$ cat config.mk
export PLATFORM = sky130hd
export DESIGN_NAME = holy_axi_arbiter_flat
export DESIGN_NICKNAME = d
export VERILOG_FILES = /design/src/rtl/holy_core_pkg.sv /design/src/rtl/axi_if.sv /design/src/rtl/holy_axi_port_mux.sv /design/src/rtl/holy_axi_arbiter.sv /design/src/flat_wrapper.sv
export SDC_FILE = /design/constraint.sdc
export NUM_CORES = 1
export LEC_CHECK = 0
export ABC_AREA = 1
export CAP_MARGIN = 20
export CORE_AREA = 2 2 217 219
export DETAILED_ROUTE_END_ITERATION = 7
export DIE_AREA = 0 0 219 221
export GPL_TIMING_DRIVEN = 0
export HOLD_SLACK_MARGIN = 0.03
export SLEW_MARGIN = 20
export SYNTH_ARGS = -nofsm -noshare
export SYNTH_HDL_FRONTEND = slang
export SYNTH_SLANG_ARGS = --single-unit
$ cat constraint.sdc
create_clock -name clk -period 2.8 [get_ports clk]
set_clock_uncertainty 0.05 [all_clocks]
set_input_delay 0.28 -clock clk [delete_from_list [all_inputs] [get_ports clk]]
set_output_delay 0.28 -clock clk [all_outputs]
set_load 0.03 [all_outputs]
$ cat src/rtl/holy_core_pkg.sv
// Shared core types: cache FSM states, AXI field widths and arbiter state/owner enums.
package holy_core_pkg;

  localparam int AXI_ADDR_W = 32;
  localparam int AXI_DATA_W = 32;
  localparam int AXI_ID_W   = 4;
  localparam int AXI_LEN_W  = 8;

  typedef enum logic [2:0] {
    IDLE,
    SENDING_WRITE_REQ,
    SENDING_WRITE_DATA,
    WAITING_WRITE_RES,
    SENDING_READ_REQ,
    RECEIVING_READ_DATA
  } cache_state_t;

  typedef enum logic [1:0] {
    ARB_IDLE,
    ARB_INSTR,
    ARB_DATA
  } arb_state_t;

  typedef enum logic {
    OWNER_INSTR,
    OWNER_DATA
  } arb_owner_t;

endpackage

$ cat src/rtl/axi_if.sv
// AXI4 bundle used between the caches, the arbiter and the external master port.
interface axi_if;
  import holy_core_pkg::*;

  logic                  awvalid;
  logic                  awready;
  logic [AXI_ADDR_W-1:0] awaddr;
  logic [AXI_LEN_W-1:0]  awlen;
  logic [2:0]            awsize;
  logic [1:0]            awburst;
  logic [AXI_ID_W-1:0]   awid;

  logic                    wvalid;
  logic                    wready;
  logic [AXI_DATA_W-1:0]   wdata;
  logic [AXI_DATA_W/8-1:0] wstrb;
  logic                    wlast;

  logic       bvalid;
  logic       bready;
  logic [1:0] bresp;

  logic                  arvalid;
  logic                  arready;
  logic [AXI_ADDR_W-1:0] araddr;
  logic [AXI_LEN_W-1:0]  arlen;
  logic [2:0]            arsize;
  logic [1:0]            arburst;
  logic [AXI_ID_W-1:0]   arid;

  logic                  rvalid;
  logic                  rready;
  logic [AXI_DATA_W-1:0] rdata;
  logic [1:0]            rresp;
  logic                  rlast;

  modport master (
    output awvalid, awaddr, awlen, awsize, awburst, awid,
    output wvalid, wdata, wstrb, wlast, bready,
    output arvalid, araddr, arlen, arsize, arburst, arid, rready,
    input  awready, wready, bvalid, bresp, arready, rvalid, rdata, rresp, rlast
  );

  modport slave (
    input  awvalid, awaddr, awlen, awsize, awburst, awid,
    input  wvalid, wdata, wstrb, wlast, bready,
    input  arvalid, araddr, arlen, arsize, arburst, arid, rready,
    output awready, wready, bvalid, bresp, arready, rvalid, rdata, rresp, rlast
  );

endinterface

$ cat src/rtl/holy_axi_port_mux.sv
// Combinational 2:1 AXI mux/demux. sel is one-hot (bit0 = port a, bit1 = port b);
// with no select the master sees idle channels and both slaves see zeros.
module holy_axi_port_mux (
  input  logic  [1:0] sel,
  axi_if.slave  s_a,
  axi_if.slave  s_b,
  axi_if.master m
);

  logic sel_a, sel_b;

  // Port a wins an illegal double select so both directions agree on one owner.
  assign sel_a = sel[0];
  assign sel_b = sel[1] & ~sel[0];

  always_comb begin
    m.awvalid = 1'b0;
    m.awaddr  = '0;
    m.awlen   = '0;
    m.awsize  = '0;
    m.awburst = '0;
    m.awid    = '0;
    m.wvalid  = 1'b0;
    m.wdata   = '0;
    m.wstrb   = '0;
    m.wlast   = 1'b0;
    m.bready  = 1'b0;
    m.arvalid = 1'b0;
    m.araddr  = '0;
    m.arlen   = '0;
    m.arsize  = '0;
    m.arburst = '0;
    m.arid    = '0;
    m.rready  = 1'b0;
    if (sel_a) begin
      m.awvalid = s_a.awvalid;
      m.awaddr  = s_a.awaddr;
      m.awlen   = s_a.awlen;
      m.awsize  = s_a.awsize;
      m.awburst = s_a.awburst;
      m.awid    = s_a.awid;
      m.wvalid  = s_a.wvalid;
      m.wdata   = s_a.wdata;
      m.wstrb   = s_a.wstrb;
      m.wlast   = s_a.wlast;
      m.bready  = s_a.bready;
      m.arvalid = s_a.arvalid;
      m.araddr  = s_a.araddr;
      m.arlen   = s_a.arlen;
      m.arsize  = s_a.arsize;
      m.arburst = s_a.arburst;
      m.arid    = s_a.arid;
      m.rready  = s_a.rready;
    end else if (sel_b) begin
      m.awvalid = s_b.awvalid;
      m.awaddr  = s_b.awaddr;
      m.awlen   = s_b.awlen;
      m.awsize  = s_b.awsize;
      m.awburst = s_b.awburst;
      m.awid    = s_b.awid;
      m.wvalid  = s_b.wvalid;
      m.wdata   = s_b.wdata;
      m.wstrb   = s_b.wstrb;
      m.wlast   = s_b.wlast;
      m.bready  = s_b.bready;
      m.arvalid = s_b.arvalid;
      m.araddr  = s_b.araddr;
      m.arlen   = s_b.arlen;
      m.arsize  = s_b.arsize;
      m.arburst = s_b.arburst;
      m.arid    = s_b.arid;
      m.rready  = s_b.rready;
    end
  end

  assign s_a.awready = sel_a & m.awready;
  assign s_a.wready  = sel_a & m.wready;
  assign s_a.bvalid  = sel_a & m.bvalid;
  assign s_a.bresp   = sel_a ? m.bresp : '0;
  assign s_a.arready = sel_a & m.arready;
  assign s_a.rvalid  = sel_a & m.rvalid;
  assign s_a.rdata   = sel_a ? m.rdata : '0;
  assign s_a.rresp   = sel_a ? m.rresp : '0;
  assign s_a.rlast   = sel_a & m.rlast;

  assign s_b.awready = sel_b & m.awready;
  assign s_b.wready  = sel_b & m.wready;
  assign s_b.bvalid  = sel_b & m.bvalid;
  assign s_b.bresp   = sel_b ? m.bresp : '0;
  assign s_b.arready = sel_b & m.arready;
  assign s_b.rvalid  = sel_b & m.rvalid;
  assign s_b.rdata   = sel_b ? m.rdata : '0;
  assign s_b.rresp   = sel_b ? m.rresp : '0;
  assign s_b.rlast   = sel_b & m.rlast;

endmodule

$ cat src/rtl/holy_axi_arbiter.sv
// Shares the single external AXI master between I$ and D$. A grant covers a whole
// cache sequence; round-robin on ties; sticky watchdog flag for stuck grants.
module holy_axi_arbiter
  import holy_core_pkg::*;
#(
  parameter int TIMEOUT_CYCLES = 4096,  // 0 disables; must be < 2**CNT_W
  parameter int CNT_W          = 16
) (
  input  logic         clk,
  input  logic         rst,
  axi_if.slave         s_axi_instr,
  axi_if.slave         s_axi_data,
  axi_if.master        m_axi,
  input  cache_state_t i_cache_state,
  input  cache_state_t d_cache_state,
  output logic         grant_instr,
  output logic         grant_data,
  output logic         timeout_err
);

  localparam logic [CNT_W-1:0] TO    = CNT_W'(TIMEOUT_CYCLES);
  localparam bit               WD_EN = (TIMEOUT_CYCLES != 0);

  arb_state_t       state;
  arb_owner_t       last_grant;
  logic [CNT_W-1:0] cnt;
  logic [CNT_W-1:0] cnt_nxt;
  logic             req_i, req_d, wd_hit;

  assign req_i = (i_cache_state != IDLE);
  assign req_d = (d_cache_state != IDLE);

  // cnt equals the number of the current granted cycle, so the flag is
  // visible during the TIMEOUT_CYCLES-th cycle of a grant.
  assign cnt_nxt = (&cnt) ? cnt : cnt + 1'b1;
  assign wd_hit  = WD_EN && (cnt_nxt == TO);

  always_ff @(posedge clk) begin
    if (rst) begin
      state       <= ARB_IDLE;
      grant_instr <= 1'b0;
      grant_data  <= 1'b0;
      last_grant  <= OWNER_DATA;
      cnt         <= '0;
      timeout_err <= 1'b0;
    end else begin
      case (state)
        ARB_IDLE: begin
          cnt <= '0;
          if (req_i && (!req_d || last_grant == OWNER_DATA)) begin
            state       <= ARB_INSTR;
            grant_instr <= 1'b1;
            cnt         <= cnt_nxt;
            if (wd_hit) timeout_err <= 1'b1;
          end else if (req_d) begin
            state      <= ARB_DATA;
            grant_data <= 1'b1;
            cnt        <= cnt_nxt;
            if (wd_hit) timeout_err <= 1'b1;
          end
        end
        ARB_INSTR: begin
          if (req_i) begin
            cnt <= cnt_nxt;
            if (wd_hit) timeout_err <= 1'b1;
          end else begin
            state       <= ARB_IDLE;
            grant_instr <= 1'b0;
            last_grant  <= OWNER_INSTR;
            cnt         <= '0;
          end
        end
        ARB_DATA: begin
          if (req_d) begin
            cnt <= cnt_nxt;
            if (wd_hit) timeout_err <= 1'b1;
          end else begin
            state      <= ARB_IDLE;
            grant_data <= 1'b0;
            last_grant <= OWNER_DATA;
            cnt        <= '0;
          end
        end
        default: begin
          state       <= ARB_IDLE;
          grant_instr <= 1'b0;
          grant_data  <= 1'b0;
          cnt         <= '0;
        end
      endcase
    end
  end

  holy_axi_port_mux u_mux (
    .sel ({grant_data, grant_instr}),
    .s_a (s_axi_instr),
    .s_b (s_axi_data),
    .m   (m_axi)
  );

endmodule

$ cat src/flat_wrapper.sv
// flat-port wrapper written by rule: the top's interface ports become plain ports
module holy_axi_arbiter_flat import holy_core_pkg::*;
#(
  parameter int TIMEOUT_CYCLES = 4096,                                   
  parameter int CNT_W          = 16
)
  (clk, rst, i_cache_state, d_cache_state, grant_instr, grant_data, timeout_err, s_axi_instr_awvalid, s_axi_instr_awaddr, s_axi_instr_awlen, s_axi_instr_awsize, s_axi_instr_awburst, s_axi_instr_awid, s_axi_instr_wvalid, s_axi_instr_wdata, s_axi_instr_wstrb, s_axi_instr_wlast, s_axi_instr_bready, s_axi_instr_arvalid, s_axi_instr_araddr, s_axi_instr_arlen, s_axi_instr_arsize, s_axi_instr_arburst, s_axi_instr_arid, s_axi_instr_rready, s_axi_instr_awready, s_axi_instr_wready, s_axi_instr_bvalid, s_axi_instr_bresp, s_axi_instr_arready, s_axi_instr_rvalid, s_axi_instr_rdata, s_axi_instr_rresp, s_axi_instr_rlast, s_axi_data_awvalid, s_axi_data_awaddr, s_axi_data_awlen, s_axi_data_awsize, s_axi_data_awburst, s_axi_data_awid, s_axi_data_wvalid, s_axi_data_wdata, s_axi_data_wstrb, s_axi_data_wlast, s_axi_data_bready, s_axi_data_arvalid, s_axi_data_araddr, s_axi_data_arlen, s_axi_data_arsize, s_axi_data_arburst, s_axi_data_arid, s_axi_data_rready, s_axi_data_awready, s_axi_data_wready, s_axi_data_bvalid, s_axi_data_bresp, s_axi_data_arready, s_axi_data_rvalid, s_axi_data_rdata, s_axi_data_rresp, s_axi_data_rlast, m_axi_awvalid, m_axi_awaddr, m_axi_awlen, m_axi_awsize, m_axi_awburst, m_axi_awid, m_axi_wvalid, m_axi_wdata, m_axi_wstrb, m_axi_wlast, m_axi_bready, m_axi_arvalid, m_axi_araddr, m_axi_arlen, m_axi_arsize, m_axi_arburst, m_axi_arid, m_axi_rready, m_axi_awready, m_axi_wready, m_axi_bvalid, m_axi_bresp, m_axi_arready, m_axi_rvalid, m_axi_rdata, m_axi_rresp, m_axi_rlast);
  axi_if s_axi_instr_i ();
  axi_if s_axi_data_i ();
  axi_if m_axi_i ();
  input  logic clk;
  input  logic rst;
  input  cache_state_t i_cache_state;
  input  cache_state_t d_cache_state;
  output logic grant_instr;
  output logic grant_data;
  output logic timeout_err;
  input wire logic [$bits(s_axi_instr_i.awvalid)-1:0] s_axi_instr_awvalid;
  input wire logic [$bits(s_axi_instr_i.awaddr)-1:0] s_axi_instr_awaddr;
  input wire logic [$bits(s_axi_instr_i.awlen)-1:0] s_axi_instr_awlen;
  input wire logic [$bits(s_axi_instr_i.awsize)-1:0] s_axi_instr_awsize;
  input wire logic [$bits(s_axi_instr_i.awburst)-1:0] s_axi_instr_awburst;
  input wire logic [$bits(s_axi_instr_i.awid)-1:0] s_axi_instr_awid;
  input wire logic [$bits(s_axi_instr_i.wvalid)-1:0] s_axi_instr_wvalid;
  input wire logic [$bits(s_axi_instr_i.wdata)-1:0] s_axi_instr_wdata;
  input wire logic [$bits(s_axi_instr_i.wstrb)-1:0] s_axi_instr_wstrb;
  input wire logic [$bits(s_axi_instr_i.wlast)-1:0] s_axi_instr_wlast;
  input wire logic [$bits(s_axi_instr_i.bready)-1:0] s_axi_instr_bready;
  input wire logic [$bits(s_axi_instr_i.arvalid)-1:0] s_axi_instr_arvalid;
  input wire logic [$bits(s_axi_instr_i.araddr)-1:0] s_axi_instr_araddr;
  input wire logic [$bits(s_axi_instr_i.arlen)-1:0] s_axi_instr_arlen;
  input wire logic [$bits(s_axi_instr_i.arsize)-1:0] s_axi_instr_arsize;
  input wire logic [$bits(s_axi_instr_i.arburst)-1:0] s_axi_instr_arburst;
  input wire logic [$bits(s_axi_instr_i.arid)-1:0] s_axi_instr_arid;
  input wire logic [$bits(s_axi_instr_i.rready)-1:0] s_axi_instr_rready;
  output wire logic [$bits(s_axi_instr_i.awready)-1:0] s_axi_instr_awready;
  output wire logic [$bits(s_axi_instr_i.wready)-1:0] s_axi_instr_wready;
  output wire logic [$bits(s_axi_instr_i.bvalid)-1:0] s_axi_instr_bvalid;
  output wire logic [$bits(s_axi_instr_i.bresp)-1:0] s_axi_instr_bresp;
  output wire logic [$bits(s_axi_instr_i.arready)-1:0] s_axi_instr_arready;
  output wire logic [$bits(s_axi_instr_i.rvalid)-1:0] s_axi_instr_rvalid;
  output wire logic [$bits(s_axi_instr_i.rdata)-1:0] s_axi_instr_rdata;
  output wire logic [$bits(s_axi_instr_i.rresp)-1:0] s_axi_instr_rresp;
  output wire logic [$bits(s_axi_instr_i.rlast)-1:0] s_axi_instr_rlast;
  input wire logic [$bits(s_axi_data_i.awvalid)-1:0] s_axi_data_awvalid;
  input wire logic [$bits(s_axi_data_i.awaddr)-1:0] s_axi_data_awaddr;
  input wire logic [$bits(s_axi_data_i.awlen)-1:0] s_axi_data_awlen;
  input wire logic [$bits(s_axi_data_i.awsize)-1:0] s_axi_data_awsize;
  input wire logic [$bits(s_axi_data_i.awburst)-1:0] s_axi_data_awburst;
  input wire logic [$bits(s_axi_data_i.awid)-1:0] s_axi_data_awid;
  input wire logic [$bits(s_axi_data_i.wvalid)-1:0] s_axi_data_wvalid;
  input wire logic [$bits(s_axi_data_i.wdata)-1:0] s_axi_data_wdata;
  input wire logic [$bits(s_axi_data_i.wstrb)-1:0] s_axi_data_wstrb;
  input wire logic [$bits(s_axi_data_i.wlast)-1:0] s_axi_data_wlast;
  input wire logic [$bits(s_axi_data_i.bready)-1:0] s_axi_data_bready;
  input wire logic [$bits(s_axi_data_i.arvalid)-1:0] s_axi_data_arvalid;
  input wire logic [$bits(s_axi_data_i.araddr)-1:0] s_axi_data_araddr;
  input wire logic [$bits(s_axi_data_i.arlen)-1:0] s_axi_data_arlen;
  input wire logic [$bits(s_axi_data_i.arsize)-1:0] s_axi_data_arsize;
  input wire logic [$bits(s_axi_data_i.arburst)-1:0] s_axi_data_arburst;
  input wire logic [$bits(s_axi_data_i.arid)-1:0] s_axi_data_arid;
  input wire logic [$bits(s_axi_data_i.rready)-1:0] s_axi_data_rready;
  output wire logic [$bits(s_axi_data_i.awready)-1:0] s_axi_data_awready;
  output wire logic [$bits(s_axi_data_i.wready)-1:0] s_axi_data_wready;
  output wire logic [$bits(s_axi_data_i.bvalid)-1:0] s_axi_data_bvalid;
  output wire logic [$bits(s_axi_data_i.bresp)-1:0] s_axi_data_bresp;
  output wire logic [$bits(s_axi_data_i.arready)-1:0] s_axi_data_arready;
  output wire logic [$bits(s_axi_data_i.rvalid)-1:0] s_axi_data_rvalid;
  output wire logic [$bits(s_axi_data_i.rdata)-1:0] s_axi_data_rdata;
  output wire logic [$bits(s_axi_data_i.rresp)-1:0] s_axi_data_rresp;
  output wire logic [$bits(s_axi_data_i.rlast)-1:0] s_axi_data_rlast;
  output wire logic [$bits(m_axi_i.awvalid)-1:0] m_axi_awvalid;
  output wire logic [$bits(m_axi_i.awaddr)-1:0] m_axi_awaddr;
  output wire logic [$bits(m_axi_i.awlen)-1:0] m_axi_awlen;
  output wire logic [$bits(m_axi_i.awsize)-1:0] m_axi_awsize;
  output wire logic [$bits(m_axi_i.awburst)-1:0] m_axi_awburst;
  output wire logic [$bits(m_axi_i.awid)-1:0] m_axi_awid;
  output wire logic [$bits(m_axi_i.wvalid)-1:0] m_axi_wvalid;
  output wire logic [$bits(m_axi_i.wdata)-1:0] m_axi_wdata;
  output wire logic [$bits(m_axi_i.wstrb)-1:0] m_axi_wstrb;
  output wire logic [$bits(m_axi_i.wlast)-1:0] m_axi_wlast;
  output wire logic [$bits(m_axi_i.bready)-1:0] m_axi_bready;
  output wire logic [$bits(m_axi_i.arvalid)-1:0] m_axi_arvalid;
  output wire logic [$bits(m_axi_i.araddr)-1:0] m_axi_araddr;
  output wire logic [$bits(m_axi_i.arlen)-1:0] m_axi_arlen;
  output wire logic [$bits(m_axi_i.arsize)-1:0] m_axi_arsize;
  output wire logic [$bits(m_axi_i.arburst)-1:0] m_axi_arburst;
  output wire logic [$bits(m_axi_i.arid)-1:0] m_axi_arid;
  output wire logic [$bits(m_axi_i.rready)-1:0] m_axi_rready;
  input wire logic [$bits(m_axi_i.awready)-1:0] m_axi_awready;
  input wire logic [$bits(m_axi_i.wready)-1:0] m_axi_wready;
  input wire logic [$bits(m_axi_i.bvalid)-1:0] m_axi_bvalid;
  input wire logic [$bits(m_axi_i.bresp)-1:0] m_axi_bresp;
  input wire logic [$bits(m_axi_i.arready)-1:0] m_axi_arready;
  input wire logic [$bits(m_axi_i.rvalid)-1:0] m_axi_rvalid;
  input wire logic [$bits(m_axi_i.rdata)-1:0] m_axi_rdata;
  input wire logic [$bits(m_axi_i.rresp)-1:0] m_axi_rresp;
  input wire logic [$bits(m_axi_i.rlast)-1:0] m_axi_rlast;
  assign s_axi_instr_i.awvalid = s_axi_instr_awvalid;
  assign s_axi_instr_i.awaddr = s_axi_instr_awaddr;
  assign s_axi_instr_i.awlen = s_axi_instr_awlen;
  assign s_axi_instr_i.awsize = s_axi_instr_awsize;
  assign s_axi_instr_i.awburst = s_axi_instr_awburst;
  assign s_axi_instr_i.awid = s_axi_instr_awid;
  assign s_axi_instr_i.wvalid = s_axi_instr_wvalid;
  assign s_axi_instr_i.wdata = s_axi_instr_wdata;
  assign s_axi_instr_i.wstrb = s_axi_instr_wstrb;
  assign s_axi_instr_i.wlast = s_axi_instr_wlast;
  assign s_axi_instr_i.bready = s_axi_instr_bready;
  assign s_axi_instr_i.arvalid = s_axi_instr_arvalid;
  assign s_axi_instr_i.araddr = s_axi_instr_araddr;
  assign s_axi_instr_i.arlen = s_axi_instr_arlen;
  assign s_axi_instr_i.arsize = s_axi_instr_arsize;
  assign s_axi_instr_i.arburst = s_axi_instr_arburst;
  assign s_axi_instr_i.arid = s_axi_instr_arid;
  assign s_axi_instr_i.rready = s_axi_instr_rready;
  assign s_axi_instr_awready = s_axi_instr_i.awready;
  assign s_axi_instr_wready = s_axi_instr_i.wready;
  assign s_axi_instr_bvalid = s_axi_instr_i.bvalid;
  assign s_axi_instr_bresp = s_axi_instr_i.bresp;
  assign s_axi_instr_arready = s_axi_instr_i.arready;
  assign s_axi_instr_rvalid = s_axi_instr_i.rvalid;
  assign s_axi_instr_rdata = s_axi_instr_i.rdata;
  assign s_axi_instr_rresp = s_axi_instr_i.rresp;
  assign s_axi_instr_rlast = s_axi_instr_i.rlast;
  assign s_axi_data_i.awvalid = s_axi_data_awvalid;
  assign s_axi_data_i.awaddr = s_axi_data_awaddr;
  assign s_axi_data_i.awlen = s_axi_data_awlen;
  assign s_axi_data_i.awsize = s_axi_data_awsize;
  assign s_axi_data_i.awburst = s_axi_data_awburst;
  assign s_axi_data_i.awid = s_axi_data_awid;
  assign s_axi_data_i.wvalid = s_axi_data_wvalid;
  assign s_axi_data_i.wdata = s_axi_data_wdata;
  assign s_axi_data_i.wstrb = s_axi_data_wstrb;
  assign s_axi_data_i.wlast = s_axi_data_wlast;
  assign s_axi_data_i.bready = s_axi_data_bready;
  assign s_axi_data_i.arvalid = s_axi_data_arvalid;
  assign s_axi_data_i.araddr = s_axi_data_araddr;
  assign s_axi_data_i.arlen = s_axi_data_arlen;
  assign s_axi_data_i.arsize = s_axi_data_arsize;
  assign s_axi_data_i.arburst = s_axi_data_arburst;
  assign s_axi_data_i.arid = s_axi_data_arid;
  assign s_axi_data_i.rready = s_axi_data_rready;
  assign s_axi_data_awready = s_axi_data_i.awready;
  assign s_axi_data_wready = s_axi_data_i.wready;
  assign s_axi_data_bvalid = s_axi_data_i.bvalid;
  assign s_axi_data_bresp = s_axi_data_i.bresp;
  assign s_axi_data_arready = s_axi_data_i.arready;
  assign s_axi_data_rvalid = s_axi_data_i.rvalid;
  assign s_axi_data_rdata = s_axi_data_i.rdata;
  assign s_axi_data_rresp = s_axi_data_i.rresp;
  assign s_axi_data_rlast = s_axi_data_i.rlast;
  assign m_axi_awvalid = m_axi_i.awvalid;
  assign m_axi_awaddr = m_axi_i.awaddr;
  assign m_axi_awlen = m_axi_i.awlen;
  assign m_axi_awsize = m_axi_i.awsize;
  assign m_axi_awburst = m_axi_i.awburst;
  assign m_axi_awid = m_axi_i.awid;
  assign m_axi_wvalid = m_axi_i.wvalid;
  assign m_axi_wdata = m_axi_i.wdata;
  assign m_axi_wstrb = m_axi_i.wstrb;
  assign m_axi_wlast = m_axi_i.wlast;
  assign m_axi_bready = m_axi_i.bready;
  assign m_axi_arvalid = m_axi_i.arvalid;
  assign m_axi_araddr = m_axi_i.araddr;
  assign m_axi_arlen = m_axi_i.arlen;
  assign m_axi_arsize = m_axi_i.arsize;
  assign m_axi_arburst = m_axi_i.arburst;
  assign m_axi_arid = m_axi_i.arid;
  assign m_axi_rready = m_axi_i.rready;
  assign m_axi_i.awready = m_axi_awready;
  assign m_axi_i.wready = m_axi_wready;
  assign m_axi_i.bvalid = m_axi_bvalid;
  assign m_axi_i.bresp = m_axi_bresp;
  assign m_axi_i.arready = m_axi_arready;
  assign m_axi_i.rvalid = m_axi_rvalid;
  assign m_axi_i.rdata = m_axi_rdata;
  assign m_axi_i.rresp = m_axi_rresp;
  assign m_axi_i.rlast = m_axi_rlast;
  holy_axi_arbiter #(.TIMEOUT_CYCLES(TIMEOUT_CYCLES), .CNT_W(CNT_W)) u_core (.clk(clk), .rst(rst), .s_axi_instr(s_axi_instr_i), .s_axi_data(s_axi_data_i), .m_axi(m_axi_i), .i_cache_state(i_cache_state), .d_cache_state(d_cache_state), .grant_instr(grant_instr), .grant_data(grant_data), .timeout_err(timeout_err));
endmodule
==> flow_metrics.py <==
metrics = {
    "logic_synthesis": {
        "netlist.area_leader.share_pct": 35.67,
        "synth-compound-area-share_pct": 4.443,
        "synthArstFlopShare_pct": 0,
        "synth_top_area_cell": "nand2_1",
        "ys_types": 30,
        "synthXorXnorAreaFrac_pct": 0.4380,
        "synth.yosys.seq_area_share_pct": 11.01,
        "yosys.area_share.simple_pct": 66.61,
        "synth_edf_count": 0,
        "netlist_instances": 862,
        "synth_area_per_cell_um2": 4.639,
        "yosys.area_share.adder_pct": 1.564,
        "synth.area.mux_share_pct": 0,
        "synth.yosys.warnings": 0,
        "synth_nets": 1197,
        "yosys-top-cells-area": "nand2_1 (36%), nand3_1 (20%), dfxtp_1 (11%)",
        "synth_top_family_by_area": "simple AND/OR/NAND/NOR gates",
        "netlist_area_um2": 3999,
        "ys_ff_latch": 22,
        "synthFlopType": "dfxtp_1",
    },
    "sta": {
        "setup_viol": 0,
        "post-route-period-util_pct": 94.94,
        "rsz0062_at_grt": "false",
        "timing.slew.headroom_pct": 60.87,
        "worstMarginPinSlew_ps": 582.5,
        "final_hold_viol_count": 0,
        "fin_hold_ws_ps": 430.3,
        "post-route-min-period_ps": 2658,
        "maxSlewViolCount": 0,
        "clock.fmax_mhz": 376.2,
        "fin_ws_ps": 141.8,
    },
    "clock_tree": {
        "clk_pin_slew_ps": 60,
        "clock_path_buffers": 2,
        "cts_hold_buffers": 0,
        "clock_latency_ps": 250,
        "cts_tree": "built",
        "clkSinkCount": 22,
        "h-tree-depth": 1,
        "cts_root_buffer": "clkbuf_16",
        "cts_buffers": 3,
    },
    "cells_and_area": {
        "area_growth_pct": 163.4,
        "layout-drive-gt1-share_pct": 4.437,
        "final_nets": 1757,
        "final-seq-area_um2": 441.7,
        "stdcell_area_um2": 10530,
        "multi_input_area_um2": 2922,
        "fill_cells": 5184,
        "layout.cells.non_filler": 2030,
        "utilization_pct": 22.87,
    },
    "place": {
        "dp_cells": 2025,
        "pre_cts_ws_ps": -1066,
        "place_area_um2": 10320,
        "hpwl_um": 29550,
        "place_congestion": 0.9108,
        "io_buffers": 556,
    },
    "worst_hold_path": {
        "hold_class": "register to register",
    },
    "global_route": {
        "grt_usage_pct": 13.19,
        "gr-total-overflow": 0,
        "grt_pass1_wl_um": 47700,
        "grt_max_degree": 12,
        "grt_pass1_vias": 7483,
        "antenna_found_initial": 13,
    },
    "detailed_routing": {
        "route.met2.wl_um": 16560,
        "first_pass_iters": 5,
        "vias": 7620,
        "highest_layer": "met5",
        "drc_errors": 0,
        "dr.first_iter.drc_count": 470,
        "drtAntennaViolNets": 0,
        "wl_per_cell_um": 16.92,
        "wirelength_met1_um": 13770,
        "vias_per_cell": 3.754,
        "met3_length_um": 3382,
        "drt-total-wl_um": 34340,
    },
    "worst_setup_path": {
        "critPathLaunchType": "register",
        "cp.arrival_ps": 2330,
        "path_max_fanout": 10,
        "critPathRequiredTime_ps": 2470,
        "crit_type": "register to primary output",
        "reg2reg_slack_ps": 840,
        "critPathLaunch": "u_core.grant_instr",
        "cp-endpoint": "m_axi_wstrb[0]",
        "reg2reg_from": "u_core.cnt[0]",
        "regToRegEndpoint": "u_core.timeout_err",
        "cp-end-kind": "primary output",
        "ff2ff_path_depth": 13,
    },
    "floorplan": {
        "die-height_um": 221,
        "rows": 79,
        "die_w_um": 219,
        "initial_utilization_pct": 8.681,
        "coreArea_um2": 46060,
        "die-area_um2": 48400,
        "io_pins": 557,
    },
    "pwr": {
        "leakagePower_uw": 0.005042,
        "ir_drop_v": 0.0003093,
        "powerDensity_nw_per_um2": 720.0,
    },
    "outcome": {
        "status": "completed",
    },
    "run": {
        "cap_viol_max_count": 0,
    },
}
[per-stage QoR]
stage	total power, µW	TNS [ps]
2_1_floorplan	3965	0
3_3_place_gp	7263	-94560
3_5_place_dp	7289	-74930
4_1_cts	7704	-3.190
5_1_grt	8064	0
6_report	7583	0
[layout by cell type, fill, tap and decap left out, drive strengths merged, types with 2 or more instances in the layout]
master / synthesis / routed
clkdlybuf4s50: 0 / 541
nand2: 385 / 385
nand3: 156 / 156
inv: 109 / 109
nor2: 83 / 83
clkbuf: 44 / 42
dfxtp: 22 / 22
buf: 13 / 16
a21oi: 13 / 13
dlymetal6s2s: 0 / 10
nand4: 7 / 7
o21ai: 7 / 7
a31oi: 5 / 5
ha: 5 / 5
dlygate4sd2: 0 / 5
diode: 0 / 3
o21bai: 3 / 3
or2: 3 / 3
nor3: 2 / 2
[area by class of cell]
class | instances | share of cell area, %
clock buffer | 3 | 0.7128
timing repair buffer | 556 | 53.02
tap | 607 | 7.211
buffer | 56 | 3.148
antenna | 3 | 0.07128
sequential | 22 | 4.193
multi-input combinational | 674 | 27.74
inverter | 109 | 3.908
[cells in the mapped netlist, types with 2 or more instances]
library cell and instances:
inv_1 107, nor2_1 77, nand2_1 380, o21ai_0 6, a31oi_1 5, o21bai_1 3
ha_1 5, buf_1 11, nand2_2 5, dfxtp_1 22, nor3_1 2, clkbuf_1 44
a21oi_1 12, or2_2 3, nand4_1 7, nand3_1 156, nor2_2 4
[where the power goes]
group / total, µW / internal [µW] / switching (µW)
combinational: 6870 / 2570 / 4300
sequential: 409 / 355 / 54.2
clock: 300 / 189 / 111
[cells by family after synthesis]
family,after synthesis
simple gates,637
buf+inv,166
xor+xnor,2
fa+ha+maj,5
flops,22
compound gates,30
[sequential cells by signal, summed over array words and instances (netlist names)]
name and flops:
u_core.cnt 16, u_core.state 2, u_core.grant_data 1, u_core.grant_instr 1, u_core.last_grant 1, u_core.timeout_err 1
[what timing repair did]
action | 4_1_cts | 5_1_grt
setup buffers | 0 | 0
pin swaps | 0 | 0
setup endpoints to repair | 222 | 62
resized for setup | 63 | 22
[routing by layer]
layer	vias up	global-route usage [%]
met3	38	3.546
li1	3775	-
met2	385	23.60
met4	8	2.833
met1	3414	15.59
met5	-	0
[worst min-delay path by stage]
stage | start | endpoint | slack [ps] | cells after the start
finish | u_core.timeout_err | u_core.timeout_err | 430 | 2
global route | u_core.timeout_err | u_core.timeout_err | 460 | 2
CTS | u_core.timeout_err | u_core.timeout_err | 440 | 2
detailed placement | u_core.timeout_err | u_core.timeout_err | 430 | 2
global placement | u_core.last_grant | u_core.last_grant | 420 | 2
floorplan | rst | u_core.state[0] | 300 | 1
[worst max-delay path: stages (launching register included)]
cell,delay (ps)
dfxtp_2,380
inv_2,140
clkbuf_4,300
clkbuf_2,320
nand3_1,160
nand2_1,90
clkdlybuf4s50_1,660
Power figures use the tool's default switching activity.
